--- config.mk ---
export PLATFORM = sky130hd
export DESIGN_NAME = adc_drp_sampler_flat
export DESIGN_NICKNAME = d
export VERILOG_FILES = /design/src/rtl/adc_drp_pkg.sv /design/src/rtl/adc_drp_sampler_if.sv /design/src/rtl/adc_ch_accum.sv /design/src/rtl/adc_drp_sampler.sv /design/src/flat_wrapper.sv
export SDC_FILE = /design/constraint.sdc
export NUM_CORES = 1
export LEC_CHECK = 0
export CORE_ASPECT_RATIO = 0.6
export CORE_MARGIN = 4
export CORE_UTILIZATION = 45
export CTS_CLUSTER_DIAMETER = 30
export DETAILED_ROUTE_END_ITERATION = 8
export GPL_ROUTABILITY_DRIVEN = 0
export PLACE_DENSITY = 0.72
export SKIP_CTS_REPAIR_TIMING = 1
export SLEW_MARGIN = 20
export SYNTH_ARGS = -nofsm -noshare
export SYNTH_HDL_FRONTEND = slang
export SYNTH_HIERARCHICAL = 1
export SYNTH_SLANG_ARGS = --single-unit
--- constraint.sdc ---
create_clock -name clk_78MHz_i -period 2.4 [get_ports clk_78MHz_i]
set_input_delay 0.6 -clock clk_78MHz_i [delete_from_list [all_inputs] [get_ports clk_78MHz_i]]
set_output_delay 0.6 -clock clk_78MHz_i [all_outputs]
set_load 0.01 [all_outputs]
--- src/rtl/adc_drp_pkg.sv ---
// Shared constants, FSM state type and result-scaling helper for the XADC DRP sampler.
package adc_drp_pkg;

  localparam logic [4:0] XADC_VAUX_BASE = 5'd16;
  localparam int         ADC_RAW_W      = 12;

  typedef enum logic [1:0] {
    IDLE = 2'd0,
    WAIT = 2'd1,
    ACC  = 2'd2,
    EMIT = 2'd3
  } state_e;

  // Right shift that turns a sum of 2^avg_log2 raw samples into a data_w-bit mean.
  function automatic int result_shift(input int avg_log2, input int data_w);
    return ADC_RAW_W + avg_log2 - data_w;
  endfunction

endpackage

--- src/rtl/adc_drp_sampler_if.sv ---
// XADC-facing DRP/EOC signals and the downstream result stream of the DRP sampler.
interface adc_drp_sampler_if #(
  parameter int DATA_W = 12
);

  logic              eoc_i;
  logic [4:0]        channel_i;
  logic              den_o;
  logic [6:0]        daddr_o;
  logic              dwe_o;
  logic [15:0]       di_o;
  logic              drdy_i;
  logic [15:0]       do_i;
  logic [DATA_W-1:0] data_o;
  logic [3:0]        ch_o;
  logic              valid_o;
  logic              ready_i;
  logic              overrun_o;
  logic              timeout_o;
  logic              missed_o;

  modport master (
    input  eoc_i, channel_i, drdy_i, do_i, ready_i,
    output den_o, daddr_o, dwe_o, di_o, data_o, ch_o, valid_o,
           overrun_o, timeout_o, missed_o
  );

  modport slave (
    output eoc_i, channel_i, drdy_i, do_i, ready_i,
    input  den_o, daddr_o, dwe_o, di_o, data_o, ch_o, valid_o,
           overrun_o, timeout_o, missed_o
  );

endinterface

--- src/rtl/adc_ch_accum.sv ---
// Per-channel running sum and sample count, with one indexed read port and one write/clear port.
module adc_ch_accum
  import adc_drp_pkg::*;
#(
  parameter int NUM_CH = 1,
  parameter int ACC_W  = ADC_RAW_W,
  parameter int CNT_W  = 1
) (
  input  logic             clk,
  input  logic             reset,
  input  logic [3:0]       idx,
  input  logic             wr_en,
  input  logic             clr,
  input  logic [ACC_W-1:0] wr_acc,
  input  logic [CNT_W-1:0] wr_cnt,
  output logic [ACC_W-1:0] rd_acc,
  output logic [CNT_W-1:0] rd_cnt
);

  // Bank is padded to a power of two so every index value selects a real entry.
  localparam int IDX_W = (NUM_CH > 1) ? $clog2(NUM_CH) : 1;
  localparam int DEPTH = 1 << IDX_W;

  logic [IDX_W-1:0] sel_s;
  logic [ACC_W-1:0] acc_r [DEPTH];
  logic [CNT_W-1:0] cnt_r [DEPTH];
  logic             unused_idx_s;

  assign sel_s        = idx[IDX_W-1:0];
  assign unused_idx_s = ^idx;

  // Combinational read of the selected channel.
  always_comb begin
    rd_acc = acc_r[sel_s];
    rd_cnt = cnt_r[sel_s];
  end

  // Reset clears the whole bank; clear takes priority over write for the selected entry.
  always_ff @(posedge clk) begin
    if (reset) begin
      for (int i = 0; i < DEPTH; i++) begin
        acc_r[i] <= {ACC_W{1'b0}};
        cnt_r[i] <= {CNT_W{1'b0}};
      end
    end else if (wr_en && clr) begin
      acc_r[sel_s] <= {ACC_W{1'b0}};
      cnt_r[sel_s] <= {CNT_W{1'b0}};
    end else if (wr_en) begin
      acc_r[sel_s] <= wr_acc;
      cnt_r[sel_s] <= wr_cnt;
    end
  end

endmodule

--- src/rtl/adc_drp_sampler.sv ---
// Multi-channel XADC DRP reader: on EOC reads the channel's status register, optionally
// averages per channel, and emits channel-tagged results with timeout/overrun/missed flags.
module adc_drp_sampler
  import adc_drp_pkg::*;
#(
  parameter int NUM_CH   = 1,
  parameter int CH_BASE  = 6,
  parameter int AVG_LOG2 = 0,
  parameter int DATA_W   = 12,
  parameter int TIMEOUT  = 15
) (
  input  logic               clk_78MHz_i,
  input  logic               reset_i,
  adc_drp_sampler_if.master  bus
);

  localparam int                ACC_W    = ADC_RAW_W + AVG_LOG2;
  localparam int                CNT_W    = (AVG_LOG2 > 0) ? AVG_LOG2 : 1;
  localparam int                SHIFT    = result_shift(AVG_LOG2, DATA_W);
  localparam int                TMR_W    = $clog2(TIMEOUT);
  localparam logic [CNT_W-1:0]  CNT_LAST = CNT_W'((1 << AVG_LOG2) - 1);
  localparam logic [TMR_W-1:0]  TMR_LAST = TMR_W'(TIMEOUT - 1);
  localparam logic [4:0]        CH_LO    = XADC_VAUX_BASE + 5'(CH_BASE);
  localparam logic [4:0]        CH_HI    = CH_LO + 5'(NUM_CH - 1);

  state_e            state_r;
  logic [3:0]        idx_r;
  logic [6:0]        daddr_r;
  logic              den_r;
  logic [TMR_W-1:0]  tmr_r;
  logic [11:0]       raw_r;
  logic [DATA_W-1:0] res_r;
  logic [DATA_W-1:0] data_r;
  logic [3:0]        ch_r;
  logic              valid_r;
  logic              overrun_r;
  logic              timeout_r;
  logic              missed_r;

  logic              eoc_hit_s;
  logic [4:0]        eoc_off_s;
  logic [ACC_W-1:0]  rd_acc_s;
  logic [CNT_W-1:0]  rd_cnt_s;
  logic [ACC_W-1:0]  sum_s;
  logic [ACC_W-1:0]  shifted_s;
  logic              last_s;
  logic              acc_wr_s;
  logic              acc_clr_s;
  logic              unused_ok_s;

  // Accept only EOCs for the served VAUX window.
  always_comb begin
    eoc_off_s = bus.channel_i - CH_LO;
    eoc_hit_s = 1'b0;
    if (bus.eoc_i && (bus.channel_i >= CH_LO) && (bus.channel_i <= CH_HI)) begin
      eoc_hit_s = 1'b1;
    end else begin
      eoc_hit_s = 1'b0;
    end
  end

  // Accumulator update terms, only committed while in ACC.
  always_comb begin
    sum_s     = rd_acc_s + ACC_W'(raw_r);
    shifted_s = sum_s >> SHIFT;
    last_s    = (rd_cnt_s == CNT_LAST);
    acc_wr_s  = (state_r == ACC);
    acc_clr_s = acc_wr_s && last_s;
  end

  adc_ch_accum #(
    .NUM_CH (NUM_CH),
    .ACC_W  (ACC_W),
    .CNT_W  (CNT_W)
  ) u_accum (
    .clk    (clk_78MHz_i),
    .reset  (reset_i),
    .idx    (idx_r),
    .wr_en  (acc_wr_s),
    .clr    (acc_clr_s),
    .wr_acc (sum_s),
    .wr_cnt (rd_cnt_s + CNT_W'(1)),
    .rd_acc (rd_acc_s),
    .rd_cnt (rd_cnt_s)
  );

  // Sequencer FSM with registered DRP strobes, result stream and sticky flags.
  always_ff @(posedge clk_78MHz_i) begin
    if (reset_i) begin
      state_r   <= IDLE;
      idx_r     <= 4'd0;
      daddr_r   <= 7'd0;
      den_r     <= 1'b0;
      tmr_r     <= {TMR_W{1'b0}};
      raw_r     <= 12'd0;
      res_r     <= {DATA_W{1'b0}};
      data_r    <= {DATA_W{1'b0}};
      ch_r      <= 4'd0;
      valid_r   <= 1'b0;
      overrun_r <= 1'b0;
      timeout_r <= 1'b0;
      missed_r  <= 1'b0;
    end else begin
      den_r <= 1'b0;
      if (valid_r && bus.ready_i) begin
        valid_r <= 1'b0;
      end
      case (state_r)
        IDLE: begin
          if (eoc_hit_s) begin
            idx_r   <= eoc_off_s[3:0];
            daddr_r <= {2'b00, bus.channel_i};
            den_r   <= 1'b1;
            tmr_r   <= {TMR_W{1'b0}};
            state_r <= WAIT;
          end
        end
        WAIT: begin
          if (bus.drdy_i) begin
            raw_r   <= bus.do_i[15:4];
            state_r <= ACC;
          end else if (tmr_r == TMR_LAST) begin
            timeout_r <= 1'b1;
            state_r   <= IDLE;
          end else begin
            tmr_r <= tmr_r + TMR_W'(1);
          end
        end
        ACC: begin
          if (last_s) begin
            res_r   <= shifted_s[DATA_W-1:0];
            state_r <= EMIT;
          end else begin
            state_r <= IDLE;
          end
        end
        EMIT: begin
          // A result still waiting downstream is kept; the new one is dropped.
          if (!valid_r || bus.ready_i) begin
            data_r  <= res_r;
            ch_r    <= idx_r;
            valid_r <= 1'b1;
          end else begin
            overrun_r <= 1'b1;
          end
          state_r <= IDLE;
        end
        default: state_r <= IDLE;
      endcase
      if ((state_r != IDLE) && eoc_hit_s) begin
        missed_r <= 1'b1;
      end
    end
  end

  assign bus.den_o     = den_r;
  assign bus.daddr_o   = daddr_r;
  assign bus.dwe_o     = 1'b0;
  assign bus.di_o      = 16'h0000;
  assign bus.data_o    = data_r;
  assign bus.ch_o      = ch_r;
  assign bus.valid_o   = valid_r;
  assign bus.overrun_o = overrun_r;
  assign bus.timeout_o = timeout_r;
  assign bus.missed_o  = missed_r;
  assign unused_ok_s   = ^{bus.do_i[3:0], eoc_off_s[4]};

endmodule

--- src/flat_wrapper.sv ---
// flat-port wrapper written by rule: the top's interface ports become plain ports
module adc_drp_sampler_flat import adc_drp_pkg::*;
#(
  parameter int NUM_CH   = 1,
  parameter int CH_BASE  = 6,
  parameter int AVG_LOG2 = 0,
  parameter int DATA_W   = 12,
  parameter int TIMEOUT  = 15
)
  (clk_78MHz_i, reset_i, bus_eoc_i, bus_channel_i, bus_drdy_i, bus_do_i, bus_ready_i, bus_den_o, bus_daddr_o, bus_dwe_o, bus_di_o, bus_data_o, bus_ch_o, bus_valid_o, bus_overrun_o, bus_timeout_o, bus_missed_o);
  adc_drp_sampler_if #(.DATA_W(DATA_W)) bus_i ();
  input  logic clk_78MHz_i;
  input  logic reset_i;
  input wire logic [$bits(bus_i.eoc_i)-1:0] bus_eoc_i;
  input wire logic [$bits(bus_i.channel_i)-1:0] bus_channel_i;
  input wire logic [$bits(bus_i.drdy_i)-1:0] bus_drdy_i;
  input wire logic [$bits(bus_i.do_i)-1:0] bus_do_i;
  input wire logic [$bits(bus_i.ready_i)-1:0] bus_ready_i;
  output wire logic [$bits(bus_i.den_o)-1:0] bus_den_o;
  output wire logic [$bits(bus_i.daddr_o)-1:0] bus_daddr_o;
  output wire logic [$bits(bus_i.dwe_o)-1:0] bus_dwe_o;
  output wire logic [$bits(bus_i.di_o)-1:0] bus_di_o;
  output wire logic [$bits(bus_i.data_o)-1:0] bus_data_o;
  output wire logic [$bits(bus_i.ch_o)-1:0] bus_ch_o;
  output wire logic [$bits(bus_i.valid_o)-1:0] bus_valid_o;
  output wire logic [$bits(bus_i.overrun_o)-1:0] bus_overrun_o;
  output wire logic [$bits(bus_i.timeout_o)-1:0] bus_timeout_o;
  output wire logic [$bits(bus_i.missed_o)-1:0] bus_missed_o;
  assign bus_i.eoc_i = bus_eoc_i;
  assign bus_i.channel_i = bus_channel_i;
  assign bus_i.drdy_i = bus_drdy_i;
  assign bus_i.do_i = bus_do_i;
  assign bus_i.ready_i = bus_ready_i;
  assign bus_den_o = bus_i.den_o;
  assign bus_daddr_o = bus_i.daddr_o;
  assign bus_dwe_o = bus_i.dwe_o;
  assign bus_di_o = bus_i.di_o;
  assign bus_data_o = bus_i.data_o;
  assign bus_ch_o = bus_i.ch_o;
  assign bus_valid_o = bus_i.valid_o;
  assign bus_overrun_o = bus_i.overrun_o;
  assign bus_timeout_o = bus_i.timeout_o;
  assign bus_missed_o = bus_i.missed_o;
  adc_drp_sampler #(.NUM_CH(NUM_CH), .CH_BASE(CH_BASE), .AVG_LOG2(AVG_LOG2), .DATA_W(DATA_W), .TIMEOUT(TIMEOUT)) u_core (.clk_78MHz_i(clk_78MHz_i), .reset_i(reset_i), .bus(bus_i));
endmodule
== Word level (Yosys, flattened, before mapping) ==
Memories as Yosys holds them, arrays and structs flattened. A register that Yosys moved wholly into a read port is not among the register bits.
Index checks and enable logic that the tools add are counted.

* Register bits after elaboration: 60
* Bits in writable memories: 26
* Input bits: 26
* Output and inout port bits: 45
* Logic and storage cells: 92
* Memories kept: 2

{| class="wikitable"
|+ Memory list
! memory !! depth !! width !! read ports !! clocked after Yosys merged registers in !! wr ports !! RTL line !! RTL
|-
| u_core.u_accum.acc_r || 2 || 12 || 1 || 1 || 2 || adc_ch_accum.sv:25 || <nowiki>logic [ACC_W-1:0] acc_r [DEPTH];</nowiki>
|-
| u_core.u_accum.cnt_r || 2 || 1 || 1 || 1 || 2 || adc_ch_accum.sv:26 || <nowiki>logic [CNT_W-1:0] cnt_r [DEPTH];</nowiki>
|}

* Add/subtract/negate cells: 4
* $lt $le $gt $ge: 2
* Eq/ne operators: 8
* Multiplexer cells: 35
* Bitwise operators: 6
* Reduce and logical (&&, ||, !) cells: 22

{| class="wikitable"
|+ Operators with widths
! kind !! number
|-
| $mux 1 || 24
|-
| $mux 12 || 2
|-
| $add 12x12->12 || 1
|-
| $mux 4 || 3
|-
| $reduce_and 2->1 || 6
|-
| $reduce_or 12->1 || 1
|-
| $mux 2 || 4
|-
| $pmux 2 s4 || 1
|-
| $pmux 4 s2 || 1
|-
| $logic_and 1x1->1 || 6
|-
| $ge 5x5->1 const B || 1
|-
| $le 5x5->1 const B || 1
|-
| $add 4x1->4 const B || 1
|-
| $eq 2x2->1 const B || 2
|-
| $eq 4x4->1 const B || 1
|-
| $ne 2x2->1 const B || 2
|-
| $not 1->1 || 4
|-
| $reduce_and 4->1 || 1
|-
| $reduce_bool 2->1 || 2
|-
| $sub 4x3->4 const B || 1
|-
| $ne 3x2->1 const B || 1
|-
| $reduce_and 3->1 || 1
|-
| $eq 2x1->1 const B || 1
|-
| $logic_not 2->1 || 1
|-
| 7 further kinds || 8
|}

== Logic depth before layout (Yosys ltp) ==
Gate-level depths: netlist of the first run.

* Depth in word-level cells: 9
* Gate-level depth with buffers: 11
* Mapped depth without buffers: 10

== Hierarchy ==
Netlist of the first run, hierarchy kept.

{| class="wikitable"
|+ By module, submodules not included
! module !! instances !! cells an instance !! area an instance (sq um)
|-
| adc_drp_sampler || 1 || 355 || 2874.0
|-
| adc_ch_accum || 1 || 77 || 1196.1
|}

== Worst setup path before layout of the first run ==
OpenSTA, ideal clock, no wires.

* Kind: flip-flop to flip-flop
* Start: register u_core.idx_r[0]
* End: memory u_core/u_accum/acc_r[0][10] (netlist name) (data pin)
* Library setup time: 255 ps
* Arrival: 2329 ps
* Required time: 2145 ps
* Slack: -184 ps
* Stages on the path, launching flop included: 11
* Buffers on the path: 2
* Path through: dfxtp_1 > buf_6 > buf_6 > mux2_2 > ha_1 > nor2b_1 > o31a_1 > o31a_1 > a21oi_1 > xnor2_1 > and3_1

{| class="wikitable"
|+ RTL lines
! what !! RTL line !! RTL
|-
| start, declared || adc_drp_sampler.sv:27 || <nowiki>logic [3:0] idx_r;</nowiki>
|-
| start signal, assigned || adc_drp_sampler.sv:111 || <nowiki>idx_r <= eoc_off_s[3:0];</nowiki>
|-
| end, declared || adc_ch_accum.sv:25 ||
|}

==> out/metrics.yaml, run 1 <==
floorplan:
  die_w_um: 131
  die-area_um2: 10700
  core_area_um2: 8650
  initial_core_util_pct: 47.0
  ios: 71
  fp.dieH_um: 81.7
  core.rowCount: 26
place:
  dp_hpwl_um: 6780
  place_inst: 589
  portBuffers: 47
min_path:
  min_from: "u_core/res_r[11]"
  hold_path_class: "reg2reg"
critical_path:
  reg2reg_from: "u_core/idx_r[0]"
  worstPathArrival_ns: 2.49
  critPathLaunchType: "register"
  worstPathRequired_ns: 2.49
  crit_top_cell: "o31a_1"
  cp-end-kind: "register"
  r2r_setup_slack_ns: 0.0005
  cp_max_fo: 5
  cp-startpoint: "u_core/idx_r[0]"
  cpPeakStageDelay_ns: 0.39
  cp_slowest_cell: "dfxtp_4"
  crit_chain: "mux2_4, ha_4, inv_2, fa_2, nor2b_4, o31a_1, o31a_1, a21oi_2, xnor2_1, and3_1"
  crit_type: "reg2reg"
sta:
  finalSetupViolations: 0
  final_hold_viol_count: 0
  post-route-period-util_pct: 100
  relSlewSlack_pct: 59.9
  finalMaxSlewViolations: 0
  rsz0062_at_grt: "true"
  tightestPinTransition_ns: 0.602
  skew_ns: 0.00603
  fmax_mhz: 417
  post-route-min-period_ns: 2.40
clocking:
  clkLatencyLatePin_ns: 0.34
  clockBufferDepth: 2
  clkSinkCount: 85
  cts-buffers-inserted: 9
  cts_tree: "built"
  cts-root-buf: "clkbuf_16"
  clk_pin_slew_worst_paths_ns: 0.06
  cts_max_level: 3
detailed_routing:
  vias: 3222
  wl_per_cell_um: 15.3
  drtIter0Drc: 245
  routed_via_density: 5.29
  dr.pass1.iters: 5
  totalWireLength_um: 9300
  postRouteAntennaNets: 0
  drc: 0
outcome:
  status: "finished clean"
power_and_ir_drop:
  power_uw: 3020
  ir_worst_vdd_mv: 0.405
  leakage_uw: 0.00205
  p_per_area_nw_per_um2: 582
final_layout:
  n_antenna_cell: 0
  drive_gt1_share_pct: 18.5
  final_cell_mix: "80 x nand2_1, 58 x dfxtp_1, 46 x clkdlybuf4s50_1, 46 x a21oi_1, 32 x and3_1"
  fin_cells: 609
  post-route-util_pct: 60.0
  final_nets: 533
  final_common_cell: "nand2_1"
  syn_to_final_growth_pct: 27.5
flow_run:
  max_cap_viol_count: 0
global_route:
  grt_first_pass_wirelength_um: 15100
  grt_pass1_vias: 3084
  grt.total_usage_pct: 18.2
  grt_max_degree: 33
  antenna_found_initial: 0
  overflow: 0
synthesis:
  syn_inst: 432
  synth_edf_count: 26
  ys.warnings.count: 6
  ys_ff_latch: 85
  async_flop_share_pct: 0
  netlist_area_um2: 4070
  seq_area_frac_synth_pct: 48.2
  synth_cell_type_count: 50
  avgSynthCellArea_um2: 9.42
  synthFlopType: "dfxtp_1"
-- Yosys cell counts (all sizes together) (3+ instances only) --
cell type	n	area, µm²
o211ai	3	22.5
nand3	6	30.0
o21ai	5	25.0
o31a	3	26.3
nor4	3	18.8
inv	12	45.0
edfxtp	26	781
nor3	4	25.0
nor2	22	85.1
xor2	6	52.6
nor2b	5	46.3
ha	14	175
a31oi	3	18.8
dfxtp	59	1180
mux2	13	146
and3	32	200
clkbuf	13	48.8
buf	33	240
xnor2	5	43.8
a41oi	3	26.3
a21oi	52	260
nand2	81	304
-- kinds of logic (layout without fill, tap and decap cells) --
family | Yosys count | after routing | synth area share, %
compound gates | 81 | 81 | 12.0
xor+xnor | 11 | 11 | 2.37
fa+ha+maj | 15 | 15 | 4.80
buf+inv | 58 | 105 | 8.21
flops | 85 | 85 | 48.2
mux | 15 | 15 | 4.09
other cells | 1 | 19 | 0.0921
simple gates | 166 | 166 | 20.2
-- layout make-up --
cell class	instances	area (µm²)
clock buffer	12	268
clock inverter	4	27.5
fill	728	3460
inverter	12	45.0
multi-input combinational	307	2040
sequential	85	1970
tap	112	140
timing repair buffer	77	703
-- critical path: cells and delay by family (launching register included) --
family | cells | cell delay (ns)
AO/OA/AOI/OAI | 3 | 0.76
flip-flops | 1 | 0.39
adder cells (fa/ha/maj) | 2 | 0.38
multiplexers | 1 | 0.32
AND/OR/NAND/NOR | 2 | 0.20
XOR/XNOR | 1 | 0.08
buffers and inverters | 1 | 0.04
-- through the flow --
stage	setup slack (ns)	TNS, ns	area (µm²)	hold slack, ns
final	0.000457	0	5190	0.451
after global routing	-0.109	-0.711	5190	0.474
after CTS	-0.139	-1.01	5020	0.452
after detailed placement	-0.135	-0.910	4720	0.443
after global placement	-0.112	-0.625	4720	0.430
after floorplan	-0.122	-0.243	4200	0.427
-- registers in the layout, indices dropped and copies added (netlist names) --
| register | flops |
|---|---|
| u_core/bus.ch_o | 4 |
| u_core/bus.daddr_o | 4 |
| u_core/bus.data_o | 12 |
| u_core/bus.den_o | 1 |
| u_core/bus.missed_o | 1 |
| u_core/bus.overrun_o | 1 |
| u_core/bus.timeout_o | 1 |
| u_core/bus.valid_o | 1 |
| u_core/idx_r | 4 |
| u_core/raw_r | 12 |
| u_core/res_r | 12 |
| u_core/state_r | 2 |
| u_core/tmr_r | 4 |
| u_core/u_accum/acc_r | 24 |
| u_core/u_accum/cnt_r | 2 |
-- where the power goes --
part / leakage [µW] / switching, µW / internal (µW)
sequential: 0.000734 / 7.17 / 1500
clock: 0.000145 / 550 / 795
combinational: 0.00118 / 94.1 / 74.7
-- per-layer routing --
| layer | vias to the layer above | global-route usage (%) | wire [µm] |
|---|---|---|---|
| met4 | 0 | 5.85 | 104 |
| met5 | - | 0 | 0 |
| met2 | 81 | 28.7 | 4250 |
| li1 | 1583 | - | - |
| met1 | 1549 | 24.4 | 4390 |
| met3 | 9 | 5.13 | 559 |
-- worst paths after layout --
kind                                                    end  cells past startpoint
worst max-delay path            u_core/u_accum/acc_r[0][10]                     10
worst min-delay path                  u_core/bus.data_o[11]                      2
worst max register to register  u_core/u_accum/acc_r[0][10]                     10
worst min register to register        u_core/bus.data_o[11]                      2
Note: power is estimated with default switching activity, not from simulation.
==> inputs of run 2 (changes only) <==
--- a/config.mk
+++ b/config.mk
@@ -5,6 +5,7 @@
 export SDC_FILE = /design/constraint.sdc
 export NUM_CORES = 1
 export LEC_CHECK = 0
+export ABC_CLOCK_PERIOD_IN_PS = 2400
 export CORE_ASPECT_RATIO = 0.6
 export CORE_MARGIN = 4
 export CORE_UTILIZATION = 45
==> results of run 2 <==
The final DEF is identical to that of run 1; final timing and power are the same.
